File: src/rtl/npc_sprite_engine_if.sv
// npc_sprite_engine_if
//   Bundles the sprite engine's per-frame NPC inputs, scan position and
//   pixel-path results.
//   master : producer side (motion controller + VGA timing); drives the inputs
//            and reads the results.
//   slave  : the sprite engine.
//   Signals: frame_clk, DrawX/DrawY (scan position), Enemy_X/Y,
//            Enemy_Size_X/Y, Enemy_state (NPC motion outputs),
//            npc_on, rom_addr, anim_frame (engine results).
interface npc_sprite_engine_if #(
  parameter int ADDR_W = 17
);
  logic              frame_clk;
  logic [9:0]        DrawX;
  logic [9:0]        DrawY;
  logic [9:0]        Enemy_X;
  logic [9:0]        Enemy_Y;
  logic [9:0]        Enemy_Size_X;
  logic [9:0]        Enemy_Size_Y;
  logic [9:0]        Enemy_state;
  logic              npc_on;
  logic [ADDR_W-1:0] rom_addr;
  logic [3:0]        anim_frame;

  modport master (
    output frame_clk, DrawX, DrawY, Enemy_X, Enemy_Y,
           Enemy_Size_X, Enemy_Size_Y, Enemy_state,
    input  npc_on, rom_addr, anim_frame
  );

  modport slave (
    input  frame_clk, DrawX, DrawY, Enemy_X, Enemy_Y,
           Enemy_Size_X, Enemy_Size_Y, Enemy_state,
    output npc_on, rom_addr, anim_frame
  );
endinterface

File: src/rtl/npc_sprite_engine.sv
// npc_sprite_engine
//   Snapshots the NPC box once per video frame, sequences the NPC animation
//   frames, and maps the VGA scan position to a hit flag plus sprite-ROM
//   address through a two-stage pipeline.
//   Ports: Clk, Reset (async, active low), bus (npc_sprite_engine_if.slave).
//   npc_on/rom_addr follow DrawX/DrawY by 2 Clk cycles; anim_frame is
//   updated the cycle after a frame_clk rising edge.
module npc_sprite_engine #(
  parameter int SPR_W     = 64,
  parameter int SPR_H     = 160,
  parameter int FRAME_DIV = 6,
  parameter int ADDR_W    = 17
) (
  input logic                 Clk,
  input logic                 Reset,
  npc_sprite_engine_if.slave  bus
);
  localparam int DXW      = $clog2(SPR_W);
  localparam int DYW      = $clog2(SPR_H);
  localparam int FRAME_SZ = SPR_W * SPR_H;

  typedef enum logic [1:0] {
    SET_IDLE = 2'd0,
    SET_MOVE = 2'd1,
    SET_STOP = 2'd2
  } anim_set_t;

  // frame edge detect
  logic fe_prev, fe;
  assign fe = bus.frame_clk & ~fe_prev;

  // frame shadows: the pixel path only ever sees these
  logic [9:0] sx, sy, ssx, ssy;

  // animation sequencer
  anim_set_t  cur_set, new_set;
  logic [3:0] anim_frame, div, first_frame, next_frame;

  always_comb begin
    case (bus.Enemy_state)
      10'd1:   new_set = SET_MOVE;
      10'd2:   new_set = SET_STOP;
      default: new_set = SET_IDLE;
    endcase
  end

  always_comb begin
    case (new_set)
      SET_MOVE: first_frame = 4'd4;
      SET_STOP: first_frame = 4'd8;
      default:  first_frame = 4'd0;
    endcase
  end

  always_comb begin
    case (cur_set)
      SET_MOVE: next_frame = (anim_frame == 4'd7) ? 4'd4 : anim_frame + 4'd1;
      SET_STOP: next_frame = 4'd8;
      default:  next_frame = (anim_frame == 4'd3) ? 4'd0 : anim_frame + 4'd1;
    endcase
  end

  always_ff @(posedge Clk or negedge Reset) begin
    if (!Reset) begin
      fe_prev    <= 1'b0;
      sx         <= '0;
      sy         <= '0;
      ssx        <= '0;
      ssy        <= '0;
      cur_set    <= SET_IDLE;
      anim_frame <= '0;
      div        <= '0;
    end else begin
      fe_prev <= bus.frame_clk;
      if (fe) begin
        sx  <= bus.Enemy_X;
        sy  <= bus.Enemy_Y;
        ssx <= bus.Enemy_Size_X;
        ssy <= bus.Enemy_Size_Y;
        // a set change restarts the sequence and beats a divider tick
        if (new_set != cur_set) begin
          cur_set    <= new_set;
          anim_frame <= first_frame;
          div        <= '0;
        end else if (div == 4'(FRAME_DIV - 1)) begin
          div        <= '0;
          anim_frame <= next_frame;
        end else begin
          div <= div + 4'd1;
        end
      end
    end
  end

  // pixel stage 1: box test. 11-bit unsigned, so a Y wrapped below 0 is
  // simply a huge coordinate and never hits.
  logic [10:0]      dx, dy;
  logic             hit_c;
  logic             hit1;
  logic [DXW-1:0]   dx1;
  logic [DYW-1:0]   dy1;
  logic [3:0]       af1;

  assign dx    = {1'b0, bus.DrawX} - {1'b0, sx};
  assign dy    = {1'b0, bus.DrawY} - {1'b0, sy};
  assign hit_c = (bus.DrawX >= sx) & (bus.DrawY >= sy) &
                 (dx < {1'b0, ssx}) & (dy < {1'b0, ssy}) &
                 (dx < 11'(SPR_W)) & (dy < 11'(SPR_H));

  // pixel stage 2: ROM address. anim_frame is carried with the pixel so a
  // frame edge cannot change the frame of a pixel already in flight.
  logic [ADDR_W-1:0] addr_c;
  assign addr_c = ADDR_W'(af1) * ADDR_W'(FRAME_SZ) +
                  (ADDR_W'(dy1) << DXW) + ADDR_W'(dx1);

  logic              npc_on_q;
  logic [ADDR_W-1:0] rom_addr_q;

  always_ff @(posedge Clk or negedge Reset) begin
    if (!Reset) begin
      hit1       <= 1'b0;
      dx1        <= '0;
      dy1        <= '0;
      af1        <= '0;
      npc_on_q   <= 1'b0;
      rom_addr_q <= '0;
    end else begin
      hit1       <= hit_c;
      dx1        <= dx[DXW-1:0];
      dy1        <= dy[DYW-1:0];
      af1        <= anim_frame;
      npc_on_q   <= hit1;
      rom_addr_q <= hit1 ? addr_c : '0;
    end
  end

  assign bus.npc_on     = npc_on_q;
  assign bus.rom_addr   = rom_addr_q;
  assign bus.anim_frame = anim_frame;
endmodule

File: src/flat_wrapper.sv
// flat-port wrapper written by rule: the top's interface ports become plain ports
module npc_sprite_engine_flat 
#(
  parameter int SPR_W     = 64,
  parameter int SPR_H     = 160,
  parameter int FRAME_DIV = 6,
  parameter int ADDR_W    = 17
)
  (Clk, Reset, bus_frame_clk, bus_DrawX, bus_DrawY, bus_Enemy_X, bus_Enemy_Y, bus_Enemy_Size_X, bus_Enemy_Size_Y, bus_Enemy_state, bus_npc_on, bus_rom_addr, bus_anim_frame);
  npc_sprite_engine_if #(.ADDR_W(ADDR_W)) bus_i ();
  input logic Clk;
  input logic Reset;
  input wire logic [$bits(bus_i.frame_clk)-1:0] bus_frame_clk;
  input wire logic [$bits(bus_i.DrawX)-1:0] bus_DrawX;
  input wire logic [$bits(bus_i.DrawY)-1:0] bus_DrawY;
  input wire logic [$bits(bus_i.Enemy_X)-1:0] bus_Enemy_X;
  input wire logic [$bits(bus_i.Enemy_Y)-1:0] bus_Enemy_Y;
  input wire logic [$bits(bus_i.Enemy_Size_X)-1:0] bus_Enemy_Size_X;
  input wire logic [$bits(bus_i.Enemy_Size_Y)-1:0] bus_Enemy_Size_Y;
  input wire logic [$bits(bus_i.Enemy_state)-1:0] bus_Enemy_state;
  output wire logic [$bits(bus_i.npc_on)-1:0] bus_npc_on;
  output wire logic [$bits(bus_i.rom_addr)-1:0] bus_rom_addr;
  output wire logic [$bits(bus_i.anim_frame)-1:0] bus_anim_frame;
  assign bus_i.frame_clk = bus_frame_clk;
  assign bus_i.DrawX = bus_DrawX;
  assign bus_i.DrawY = bus_DrawY;
  assign bus_i.Enemy_X = bus_Enemy_X;
  assign bus_i.Enemy_Y = bus_Enemy_Y;
  assign bus_i.Enemy_Size_X = bus_Enemy_Size_X;
  assign bus_i.Enemy_Size_Y = bus_Enemy_Size_Y;
  assign bus_i.Enemy_state = bus_Enemy_state;
  assign bus_npc_on = bus_i.npc_on;
  assign bus_rom_addr = bus_i.rom_addr;
  assign bus_anim_frame = bus_i.anim_frame;
  npc_sprite_engine #(.SPR_W(SPR_W), .SPR_H(SPR_H), .FRAME_DIV(FRAME_DIV), .ADDR_W(ADDR_W)) u_core (.Clk(Clk), .Reset(Reset), .bus(bus_i));
endmodule
File: config.mk
export PLATFORM = sky130hd
export DESIGN_NAME = npc_sprite_engine_flat
export DESIGN_NICKNAME = d
export VERILOG_FILES = /design/src/rtl/npc_sprite_engine_if.sv /design/src/rtl/npc_sprite_engine.sv /design/src/flat_wrapper.sv
export SDC_FILE = /design/constraint.sdc
export NUM_CORES = 1
export LEC_CHECK = 0
export BUFFER_PORTS_ARGS = -buffer_cell sky130_fd_sc_hd__buf_4
export CAP_MARGIN = 20
export CORE_UTILIZATION = 30
export DETAILED_ROUTE_END_ITERATION = 7
export GPL_TIMING_DRIVEN = 0
export HOLD_SLACK_MARGIN = 0.02
export PLACE_DENSITY = 0.49
export SYNTH_ARGS = -nofsm -noshare
export SYNTH_HDL_FRONTEND = slang
export SYNTH_SLANG_ARGS = --single-unit
File: constraint.sdc
create_clock -name Clk -period 4 [get_ports Clk]
set_input_delay 0.4 -clock Clk [delete_from_list [all_inputs] [get_ports Clk]]
set_output_delay 0.4 -clock Clk [all_outputs]
set_load 0.005 [all_outputs]
# Word level (Yosys, flattened, before mapping)
# Index checks and enable logic that the tools add are counted.
# classes
n_addsub	6
n_reduce_logical	3
bitwise_logic	7
multipliers	1
mux	10
eq_ne	10
magnitude_cmp	6
# ops
op	count
two-way mux 4 bit	6
less-than comparator 11 x 10 -> 1 bit	2
subtractor 10 x 10 -> 11 bit	2
>= comparator 10 bit	2
adder 17 x 14 -> 17 bit	1
adder 17 x 6 -> 17 bit	1
two-way mux 17 bit	1
case mux 4 bit (2 select lines)	2
less-than comparator 11 x 7 -> 1 bit (second input constant)	1
less-than comparator 11 x 8 -> 1 bit (second input constant)	1
equality test 10 x 1 -> 1 bit (second input constant)	1
equality test 10 x 2 -> 1 bit (second input constant)	1
adder 4 x 1 -> 4 bit (second input constant)	2
equality test 4 x 3 -> 1 bit (second input constant)	2
AND 1 bit	6
multiplier 4 x 3 -> 6 bit (second input constant)	1
equality test 2 x 1 -> 1 bit (second input constant)	2
equality test 2 bit (second input constant)	2
equality test 4 x 2 -> 1 bit (second input constant)	1
case mux 2 bit (2 select lines)	1
AND reduction 2 bit	2
inequality test 2 bit	1
nonzero test 2 bit	1
inverter 1 bit	1
# totals
reg_bits	88
inputBits	73
output_inout_bits	22
wordCells	57

# Logic depth before layout (Yosys ltp)
# Gate-level depths: netlist of run 1.
# logic_depth
ltp_word	6
ltp_mapped	14
mapped_depth_nobuf	14

# Worst setup path before layout of run 1
# Ideal clock, no wire load.
# synth_path
path_type	input-to-reg
from	in bus_DrawX[0]
to	reg u_core.hit1
arrival_ns	2.943
n_path_buf	0
stages	13
setup_ns	0.105
required_time_ns	3.895
slack_ns	0.951
cell_sequence	inv_1 ha_1 inv_1 fa_1 a211oi_1 o211ai_1 a21oi_1 xnor2_1 ha_1 a21o_1 a2111oi_0 o2111ai_1 nor4b_1
# synth_between
elab_chain_len	6
elab_cells_between_ends	9
cone_classes	add/sub: 1; order compare: 3; bitwise: 5
# synth_rtl
element	line_no	source
start: declaration	flat_wrapper.sv:14	input wire logic [$bits(bus_i.DrawX)-1:0] bus_DrawX;
subtractor 10 x 10 -> 11 bit or >= comparator 10 bit (tied branches)	npc_sprite_engine.sv:104, npc_sprite_engine.sv:106	
less-than comparator 11 x 10 -> 1 bit or AND 1 bit (tied branches)	npc_sprite_engine.sv:107, npc_sprite_engine.sv:106	
AND 1 bit	npc_sprite_engine.sv:106	assign hit_c = (bus.DrawX >= sx) & (bus.DrawY >= sy) &
AND 1 bit	npc_sprite_engine.sv:107	(dx < {1'b0, ssx}) & (dy < {1'b0, ssy}) &
AND 1 bit *	npc_sprite_engine.sv:107	
AND 1 bit *	npc_sprite_engine.sv:108	(dx < 11'(SPR_W)) & (dy < 11'(SPR_H));
named net u_core.hit_c	npc_sprite_engine.sv:98	logic hit_c;
end signal: assignment	npc_sprite_engine.sv:128	hit1 <= hit_c;
end: declaration	npc_sprite_engine.sv:99	logic hit1;
# Mark *: on every way through the listed nets, which the timed path passes. The rest lies on a longest branch.
# A chain may end at the register's enable or synchronous reset.

# Worst setup path after layout of run 1
# layout_path
from	reg u_core.sy[0]
to	reg u_core.hit1
# layout_between
elab_chain_len	6
elab_cells_between_ends	9
cone_classes	add/sub: 1; order compare: 3; bitwise: 5
# layout_rtl
element	line_no	source
start: declaration	npc_sprite_engine.sv:33	logic [9:0] sx, sy, ssx, ssy;
start signal: assignment	npc_sprite_engine.sv:77	sy <= bus.Enemy_Y;
parallel branches: the longest is 5 deep, another holds subtractor 10 x 10 -> 11 bit	n/a	
AND 1 bit *	npc_sprite_engine.sv:108	
named net u_core.hit_c	npc_sprite_engine.sv:98	
# Mark *: on every way through the listed nets, which the timed path passes.

==> results_dict.tcl, run 1 <==
set metrics [dict create \
    yosys_warnings 0 \
    required_ns 4.21 \
    syn_avg_cell_area_um2 9.66 \
    cp_top_family "compound AO/OA/AOI/OAI gates" \
    r2r_slack_ns 0.36 \
    postLayoutSetupSlackWorst_ns 0.358 \
    ios 95 \
    synth_nets 626 \
    fillers 1586 \
    synthArstFlopShare_pct 100 \
    netlist_top_cells_area "dfrtp_1 (46%), ha_1 (13%), o21ai_0 (5.3%)" \
    skew_ns 0.00690 \
    die_y_um 129 \
    ys_ff_latch 88 \
    synthCells 500 \
    rows 46 \
    grt_max_degree 59 \
    via_count 3814 \
    synth.distinct_cells 50 \
    slew_headroom_pct 56.1 \
    final_cell_mix "buf_4 (94), dfrtp_1 (88), nand2_1 (66), inv_1 (54), o21ai_0 (51)" \
    cts.sinks 88 \
    hold_depth 1 \
    fp.dieArea_um2 16600 \
    min_to "u_core.fe_prev" \
    place_ws_ns 0.302 \
    finalSetupTns_ns 0 \
    drc 0 \
    grt_pass1_vias 3833 \
    synth.yosys.seq_area_share_pct 45.6 \
    cts.clk_slew.worst_paths_ns 0.07 \
    critPathBufInv 0 \
    layout.cells.most_common "buf_4" \
    hp-class "input pin to register" \
    worstHoldStart "bus_frame_clk" \
    firstDrtPassIters 4 \
    avgViaCountPerCell 4.61 \
    yosys.area.top_type "dfrtp_1" \
    wire_per_inst_um 13.6 \
    crit-reg2reg-launch "u_core.sy[0]" \
    ctsResizeCount 0 \
    syn2layout_area_growth_pct 28.0 \
    path_class "register to register" \
    ant_nets 0 \
    h-tree-depth 3 \
    setup_viol 0 \
    clk_latency_ns 0.34 \
    critPathSlowestCell "a2111oi_0" \
    cts_buffer_depth 2 \
    timing.fmax_ghz 0.275 \
    track_usage_pct 14.7 \
    path_cells "ha_1 > fa_1 > nor2b_1 > o2111ai_1 > a41oi_1 > o21a_1 > nor2_1 > ha_1 > a21oi_1 > nor2b_1 > a2111oi_0 > o2111ai_1 > nor4b_1" \
    cp_slowest_stage_delay_ns 0.43 \
    run_status "complete, no violations" \
    period_minus_slack_ns 3.64 \
    cts_post_setup_buffers_inserted 0 \
    grt-ovfl-total 0 \
    ir_worst_vdd_mv 0.217 \
    drtIter0Drc 133 \
    start_kind "register" \
    cts_buffers 9 \
    io_buffers 94 \
    fin_cells 827 \
    antenna_cells 0 \
    fin_nets 733 \
    die_width_um 129 \
    wl_mm 11.3 \
    hold_viol_final 0 \
    worst_slew_pin_slew_ns 0.659 \
    cp_max_fo 2 \
    cts_tree "yes" \
    post-dp-hpwl_mm 8.81 \
    antenna_found_initial 0 \
    drive_above_1_share_pct 19.6 \
    r2r-end "u_core.hit1" \
    cts_root_buf "clkbuf_16" \
    rsz0062_at_grt "no" \
    fin_crit_sh_pct 91.1 \
    grt_pass1_wl_mm 18.8 \
    synth_area_um2 4830 \
    core_area_um2 15800 \
    power_density_nw_per_um2 499 \
    drv_cap 0 \
    finalMaxSlewViolations 0 \
    synth_flop_cell "dfrtp_1" \
    synth_edf_count 0 \
    power.leakage_nw 2.97 \
    r2r_cells 13 \
    dpl.cell_count 811 \
    arrival_ns 3.85 \
    critPathCaptureType "register" \
    start_util_pct 30.5 \
    synth_top_area_share_pct 45.6 \
    gp_congestion 0.858 \
]
[kinds of logic after synthesis]
| logic type | Yosys count | synth area share [%] |
|---|---|---|
| multiplexers | 4 | 0.906 |
| AO/OA/AOI/OAI | 128 | 16.4 |
| buffers and inverters | 66 | 5.13 |
| XOR/XNOR | 16 | 2.90 |
| flip-flops | 88 | 45.6 |
| AND/OR/NAND/NOR | 145 | 14.8 |
| adder cells (fa/ha/maj) | 53 | 14.3 |
[per-stage QoR]
stage                     hold slack [ns]  instance area (um^2)  power (mW)  utilization, %
after CTS                           0.166                  6190        3.13            39.1
after floorplan                     0.104                  4830        1.83               -
after detailed placement            0.370                  5840        2.14            36.9
after global placement              0.439                  5810        2.12            36.7
final                               0.183                  6190        3.08            39.1
after global routing                0.166                  6190        3.34            39.1
[routing by layer]
| layer | wire length [um] | track usage (%) | vias up |
|---|---|---|---|
| li1 | - | - | 1924 |
| met1 | 5260 | 18.9 | 1812 |
| met2 | 5410 | 24.1 | 69 |
| met3 | 430 | 3.95 | 9 |
| met4 | 176 | 4.43 | 0 |
| met5 | 0 | 0 | - |
[registers in the layout, summed over array words and instances (netlist names)]
register               count
u_core.cur_set             2
u_core.bus.anim_frame      4
u_core.ssx                10
u_core.sx                 10
u_core.dx1                 6
u_core.div                 4
u_core.sy                 10
u_core.fe_prev             1
u_core.hit1                1
u_core.bus.npc_on          1
u_core.ssy                10
u_core.af1                 4
u_core.bus.rom_addr       17
u_core.dy1                 8
[cell usage after synthesis (3+ instances only)]
library cell  number
a211oi_1           3
a21o_1            10
a21oi_1           23
a31oi_1            3
and2_1            19
and3_1             3
clkbuf_1          12
dfrtp_1           88
fa_1               4
ha_1              49
inv_1             54
mux2_2             3
nand2_1           66
nand2b_1           4
nand3_1            6
nand4_1            3
nor2_1            18
nor2b_1            8
nor3_1             3
nor4b_1            3
o2111ai_1          5
o211ai_1           6
o21a_1             6
o21ai_0           51
o22ai_1            3
o31ai_1            3
xnor2_1           10
xor2_1             6
[worst max path at each step]
stage                  endpoint  cells after the start  slack (ns)    startpoint
floorplan           u_core.hit1                     13        0.95  bus_DrawX[0]
global placement    u_core.hit1                     14        0.28  bus_DrawX[0]
detailed placement  u_core.hit1                     15        0.30  bus_DrawY[0]
CTS                 u_core.hit1                     13        0.31  u_core.sy[0]
global route        u_core.hit1                     13        0.03  u_core.sy[0]
finish              u_core.hit1                     13        0.36  u_core.sy[0]
[layout make-up]
| class | instances | area, um^2 | area share, % |
|---|---|---|---|
| multi-input cells | 346 | 2380 | 38.5 |
| flip-flops and latches | 88 | 2200 | 35.6 |
| repair buffers | 96 | 743 | 12.0 |
| well taps | 216 | 270 | 4.37 |
| clock buffers | 9 | 225 | 3.64 |
| inverters | 54 | 203 | 3.28 |
| clock inverters | 6 | 116 | 1.88 |
| plain buffers | 12 | 45.0 | 0.728 |
[worst register-to-register path, delay by kind of cell, from the launching register on]
| family | cells | cell delay (ns) |
|---|---|---|
| compound gates | 6 | 1.47 |
| simple gates | 4 | 0.70 |
| fa+ha+maj | 3 | 0.93 |
| flops | 1 | 0.41 |
[repair_timing]
item,CTS,global route
endpoints found under the setup margin,0,0
hold endpoints to repair,30,0
hold buffers,1,0
[power by group]
part / total (mW) / switching, mW / internal [mW]
registers: 1.14 / 0.0947 / 1.04
logic: 0.979 / 0.504 / 0.476
clock network: 0.970 / 0.357 / 0.612
(Power assumes the default switching activity.)
==> inputs of run 2 (changes only) <==
- MAX_ROUTING_LAYER: unset -> met4
==> run 2 against run 1 <==
Against the previous run:
- die area did not move
- first-iteration DRC count up 0.75%
- count of clock-buffer cells in the layout unchanged
- core utilization unchanged
- combinational power is essentially flat
- sequential cell count is the same
- final cell count stayed put
- global-route usage is 0.48 points higher
- sequential power hardly changed
==> results_dict.tcl, run 2 (synthesized netlist as in run 1, its figures left out) <==
set metrics [dict create \
    critPathSlowestCell "a2111oi_0" \
    cts_tree "yes" \
    drtIter0Drc 134 \
    ir_worst_vdd_mv 0.217 \
    fp.dieArea_um2 16600 \
    drive_above_1_share_pct 19.6 \
    die_y_um 129 \
    finalMaxSlewViolations 0 \
    core_area_um2 15800 \
    rsz0062_at_grt "no" \
    ios 95 \
    drv_cap 0 \
    post-dp-hpwl_mm 8.81 \
    antenna_cells 0 \
    ctsResizeCount 0 \
    drc 0 \
    start_kind "register" \
    io_buffers 94 \
    fin_nets 733 \
    cts_root_buf "clkbuf_16" \
    timing.fmax_ghz 0.275 \
    slew_headroom_pct 56.4 \
    grt_pass1_wl_mm 18.8 \
    syn2layout_area_growth_pct 28.0 \
    run_status "complete, no violations" \
    grt-ovfl-total 0 \
    power_density_nw_per_um2 498 \
    path_class "register to register" \
    worst_slew_pin_slew_ns 0.653 \
    cts.clk_slew.worst_paths_ns 0.07 \
    die_width_um 129 \
    power.leakage_nw 2.97 \
    finalSetupTns_ns 0 \
    grtUsageMet3_pct 3.78 \
    critPathCaptureType "register" \
    clk_latency_ns 0.34 \
    whs_ns 0.185 \
    rows 46 \
    worstHoldStart "bus_frame_clk" \
    cts_post_setup_buffers_inserted 0 \
    wire_per_inst_um 13.6 \
    globalRouteMet2Util_pct 24.2 \
    cts_buffer_depth 2 \
    gp_congestion 0.872 \
    avgViaCountPerCell 4.60 \
    largest_register_ffs 17 \
    fin_crit_sh_pct 91.0 \
    path_cells "ha_1 > fa_1 > nor2b_1 > o2111ai_1 > a41oi_1 > o21a_1 > nor2_1 > ha_1 > a21oi_1 > nor2b_1 > a2111oi_0 > o2111ai_1 > nor4b_1" \
    final_cell_mix "buf_4 (94), dfrtp_1 (88), nand2_1 (66), inv_1 (54), o21ai_0 (51)" \
    setup_viol 0 \
    track_usage_pct 15.2 \
    start_util_pct 30.5 \
    cts_buffers 9 \
    gr-max-usage-layer "met2" \
    cp_max_fo 2 \
    h-tree-depth 3 \
    layout.cells.most_common "buf_4" \
    startpoint "u_core.sy[0]" \
    crit-reg2reg-launch "u_core.sy[0]" \
    grt_max_degree 59 \
    gr-usage-met1_pct 19.0 \
    arrival_ns 3.85 \
    ant_nets 0 \
    firstDrtPassIters 4 \
    antenna_found_initial 0 \
    cts_hold_buffers 1 \
    wl_mm 11.3 \
    period_minus_slack_ns 3.64 \
    cts.sinks 88 \
    required_ns 4.21 \
    hp-class "input pin to register" \
    via_count 3808 \
    cp_slowest_stage_delay_ns 0.43 \
    skew_ns 0.00652 \
    grt_pass1_vias 3828 \
    hold_viol_final 0 \
]
[run 2: path summary, 6_finish.rpt]
kind	cells past startpoint	endpoint	slack (ns)
worst max-delay path	13	u_core.hit1	0.36
worst min-delay path	1	u_core.fe_prev	0.18
worst max register to register	13	u_core.hit1	0.36
worst min register to register	1	u_core.bus.rom_addr[6]	0.45
max in group asynchronous	3	u_core.bus.rom_addr[16]	2.83
min in group asynchronous	2	u_core.sx[7]	0.54
[run 2: stage by stage]
step / power [mW] / instances / cell area [um^2] / util, % / setup WS (ns)
global placement: 2.12 / 810 / 5810 / 36.7 / 0.276
floorplan: 1.83 / 500 / 4830 / - / 0.951
CTS: 3.13 / 827 / 6190 / 39.1 / 0.314
global route: 3.34 / 827 / 6190 / 39.1 / 0.0299
detailed placement: 2.14 / 811 / 5840 / 36.9 / 0.302
finish: 3.08 / 827 / 6190 / 39.1 / 0.360
[run 2: area by class of cell]
cell class / instances / area [um^2]
buffer: 12 / 45.0
clock buffer: 9 / 225
clock inverter: 6 / 116
fill: 1586 / 9640
inverter: 54 / 203
multi-input combinational: 346 / 2380
sequential: 88 / 2200
tap: 216 / 270
timing repair buffer: 96 / 743
[run 2: critical path: cells and delay by family, from the launching register on]
kind,cells,cell delay [ns]
simple gates,4,0.70
fa+ha+maj,3,0.93
flops,1,0.41
compound gates,6,1.46
[run 2: power by group]
group          internal [mW]  leakage [nW]  switching, mW
sequential              1.04          1.11         0.0947
clock                  0.612         0.166          0.357
combinational          0.476          1.70          0.504
total                   2.13          2.97          0.956
[run 2: metal layers]
| metal | vias to the layer above | part of all wire, % |
|---|---|---|
| li1 | 1926 | - |
| met3 | 9 | 3.4 |
| met4 | 0 | 1.6 |
| met1 | 1800 | 47 |
| met2 | 73 | 48 |
| met5 | - | 0 |
==> inputs of run 3 (changes only) <==
==> constraint.sdc (replaced) <==
create_clock -name Clk -period 4 [get_ports Clk]
set_input_delay 0.2 -clock Clk [delete_from_list [all_inputs] [get_ports Clk]]
set_output_delay 0.2 -clock Clk [all_outputs]
set_load 0.005 [all_outputs]
==> run 3 against run 2 <==
Against the previous run:
- hold slack lost 0.13 ns
- total power is essentially flat
- register-to-register slack gained 0.02 ns
- global-route usage is the same
- non-clock buffer count grew 1
- via count grew 0.29%
- clock power is essentially flat
- critical path depth is the same
- core utilization grew 0.063 points
- wire length is essentially flat
==> results_dict.tcl, run 3 (synthesized netlist as in run 1, its figures left out) <==
set metrics [dict create \
    cts_hold_buffers 2 \
    finalMaxSlewViolations 0 \
    core_area_um2 15800 \
    hold_depth 3 \
    cts_buffer_depth 2 \
    antenna_cells 0 \
    fillers 1586 \
    die_width_um 129 \
    critPathSlowestCell "a2111oi_0" \
    drtIter0Drc 142 \
    fin_crit_sh_pct 90.6 \
    io_buffers 94 \
    cts_buffers 9 \
    worst_slew_pin_slew_ns 0.659 \
    grt-ovfl-total 0 \
    setup_viol 0 \
    grt_pass1_vias 3833 \
    cp_max_fo 2 \
    clk_latency_ns 0.34 \
    ctsResizeCount 0 \
    combPwrFrac_pct 31.8 \
    hp-class "input pin to register" \
    switchingPower_uw 957 \
    firstDrtPassIters 4 \
    r2r_cells 13 \
    grt_pass1_wl_mm 18.8 \
    syn2layout_area_growth_pct 28.2 \
    period_minus_slack_ns 3.62 \
    required_ns 4.21 \
    final_cell_mix "buf_4 (94), dfrtp_1 (88), nand2_1 (66), inv_1 (54), o21ai_0 (51)" \
    switching_share_pct 31.0 \
    wl_mm 11.3 \
    layout.cells.most_common "buf_4" \
    regArea_um2 2200 \
    slew_headroom_pct 56.1 \
    via_count 3819 \
    start_util_pct 30.5 \
    internal_power_mw 2.13 \
    hold_viol_final 0 \
    start_kind "register" \
    die_y_um 129 \
    path_class "register to register" \
    arrival_ns 3.83 \
    total_power_mw 3.09 \
    seqPwrFrac_pct 36.8 \
    post-dp-hpwl_mm 8.81 \
    antenna_found_initial 0 \
    rsz0062_at_grt "no" \
    fin_nets 734 \
    cts_root_buf "clkbuf_16" \
    power.leakage_nw 2.98 \
    timing.fmax_ghz 0.276 \
    run_status "complete, no violations" \
    cts_post_setup_buffers_inserted 0 \
    gp_congestion 0.872 \
    ir_worst_vdd_mv 0.217 \
    drv_cap 0 \
    largest_register_ffs 17 \
    cts_tree "yes" \
    ant_nets 0 \
    cts.sinks 88 \
    clkPwrFrac_pct 31.5 \
    finalSetupTns_ns 0 \
    whs_ns 0.0519 \
    rows 46 \
    ios 95 \
    critPathCaptureType "register" \
    wire_per_inst_um 13.6 \
    h-tree-depth 3 \
    power_density_nw_per_um2 498 \
    cp_slowest_stage_delay_ns 0.43 \
    avgViaCountPerCell 4.61 \
    cts.clk_slew.worst_paths_ns 0.07 \
    fp.dieArea_um2 16600 \
    skew_ns 0.00557 \
    drive_above_1_share_pct 19.6 \
    grt_max_degree 59 \
    multiInputGateArea_um2 2380 \
    path_cells "ha_1 > fa_1 > nor2b_1 > o2111ai_1 > a41oi_1 > o21a_1 > nor2_1 > ha_1 > a21oi_1 > nor2b_1 > a2111oi_0 > o2111ai_1 > nor4b_1" \
    track_usage_pct 15.2 \
    drc 0 \
]
-- run 3: changes by cell type in the layout (fill, tap and decap cells not counted) --
cell,change
dlygate4sd3_1,+1
-- run 3: final timing paths --
check                      slack (ns)                 endpoint           startpoint
min in group asynchronous        0.34             u_core.sx[7]                Reset
setup reg to reg                 0.38              u_core.hit1         u_core.sy[0]
max in group asynchronous        3.03  u_core.bus.rom_addr[16]                Reset
setup / recovery                 0.38              u_core.hit1         u_core.sy[0]
hold / removal                   0.05            u_core.ssx[0]  bus_Enemy_Size_X[0]
hold reg to reg                  0.45   u_core.bus.rom_addr[6]        u_core.dy1[0]
-- run 3: layout make-up --
class / count / area share [%]
Clock inverter: 6 / 1.88
Clock buffer: 9 / 3.63
Sequential cell: 88 / 35.5
Tap cell: 216 / 4.36
Timing Repair Buffer: 97 / 12.2
Inverter: 54 / 3.27
Buffer: 12 / 0.727
Multi-Input combinational cell: 346 / 38.4
-- run 3: power groups by stage --
| stage | combinational, mW | sequential (mW) | clock, mW |
|---|---|---|---|
| global placement | 0.968 | 1.15 | 0 |
| detailed placement | 0.987 | 1.15 | 0 |
| global route | 1.14 | 1.16 | 1.04 |
| finish | 0.980 | 1.14 | 0.971 |
| floorplan | 0.702 | 1.13 | 0 |
| CTS | 0.995 | 1.14 | 1.00 |
-- run 3: metrics by stage --
| step | util [%] | worst slack [ns] | instance area [um^2] | instances |
|---|---|---|---|---|
| 2_1_floorplan | - | 1.03 | 4830 | 500 |
| 3_3_place_gp | 36.7 | 0.435 | 5810 | 810 |
| 3_5_place_dp | 36.9 | 0.429 | 5840 | 811 |
| 4_1_cts | 39.2 | 0.314 | 6200 | 828 |
| 5_1_grt | 39.2 | 0.0299 | 6200 | 828 |
| 6_report | 39.2 | 0.377 | 6200 | 828 |
-- run 3: routing by layer --
layer | wire [um] | vias up | GRT usage, %
li1 | - | 1929 | -
met1 | 5330 | 1807 | 19.0
met2 | 5390 | 74 | 24.2
met3 | 395 | 9 | 3.78
met4 | 175 | 0 | 4.43
met5 | 0 | - | -
-- run 3: worst max-delay path: cells and delay by family, from the launching register on --
kind / cells / cell delay (ns)
AO/OA/AOI/OAI: 6 / 1.44
adder cells (fa/ha/maj): 3 / 0.93
AND/OR/NAND/NOR: 4 / 0.71
flip-flops: 1 / 0.41
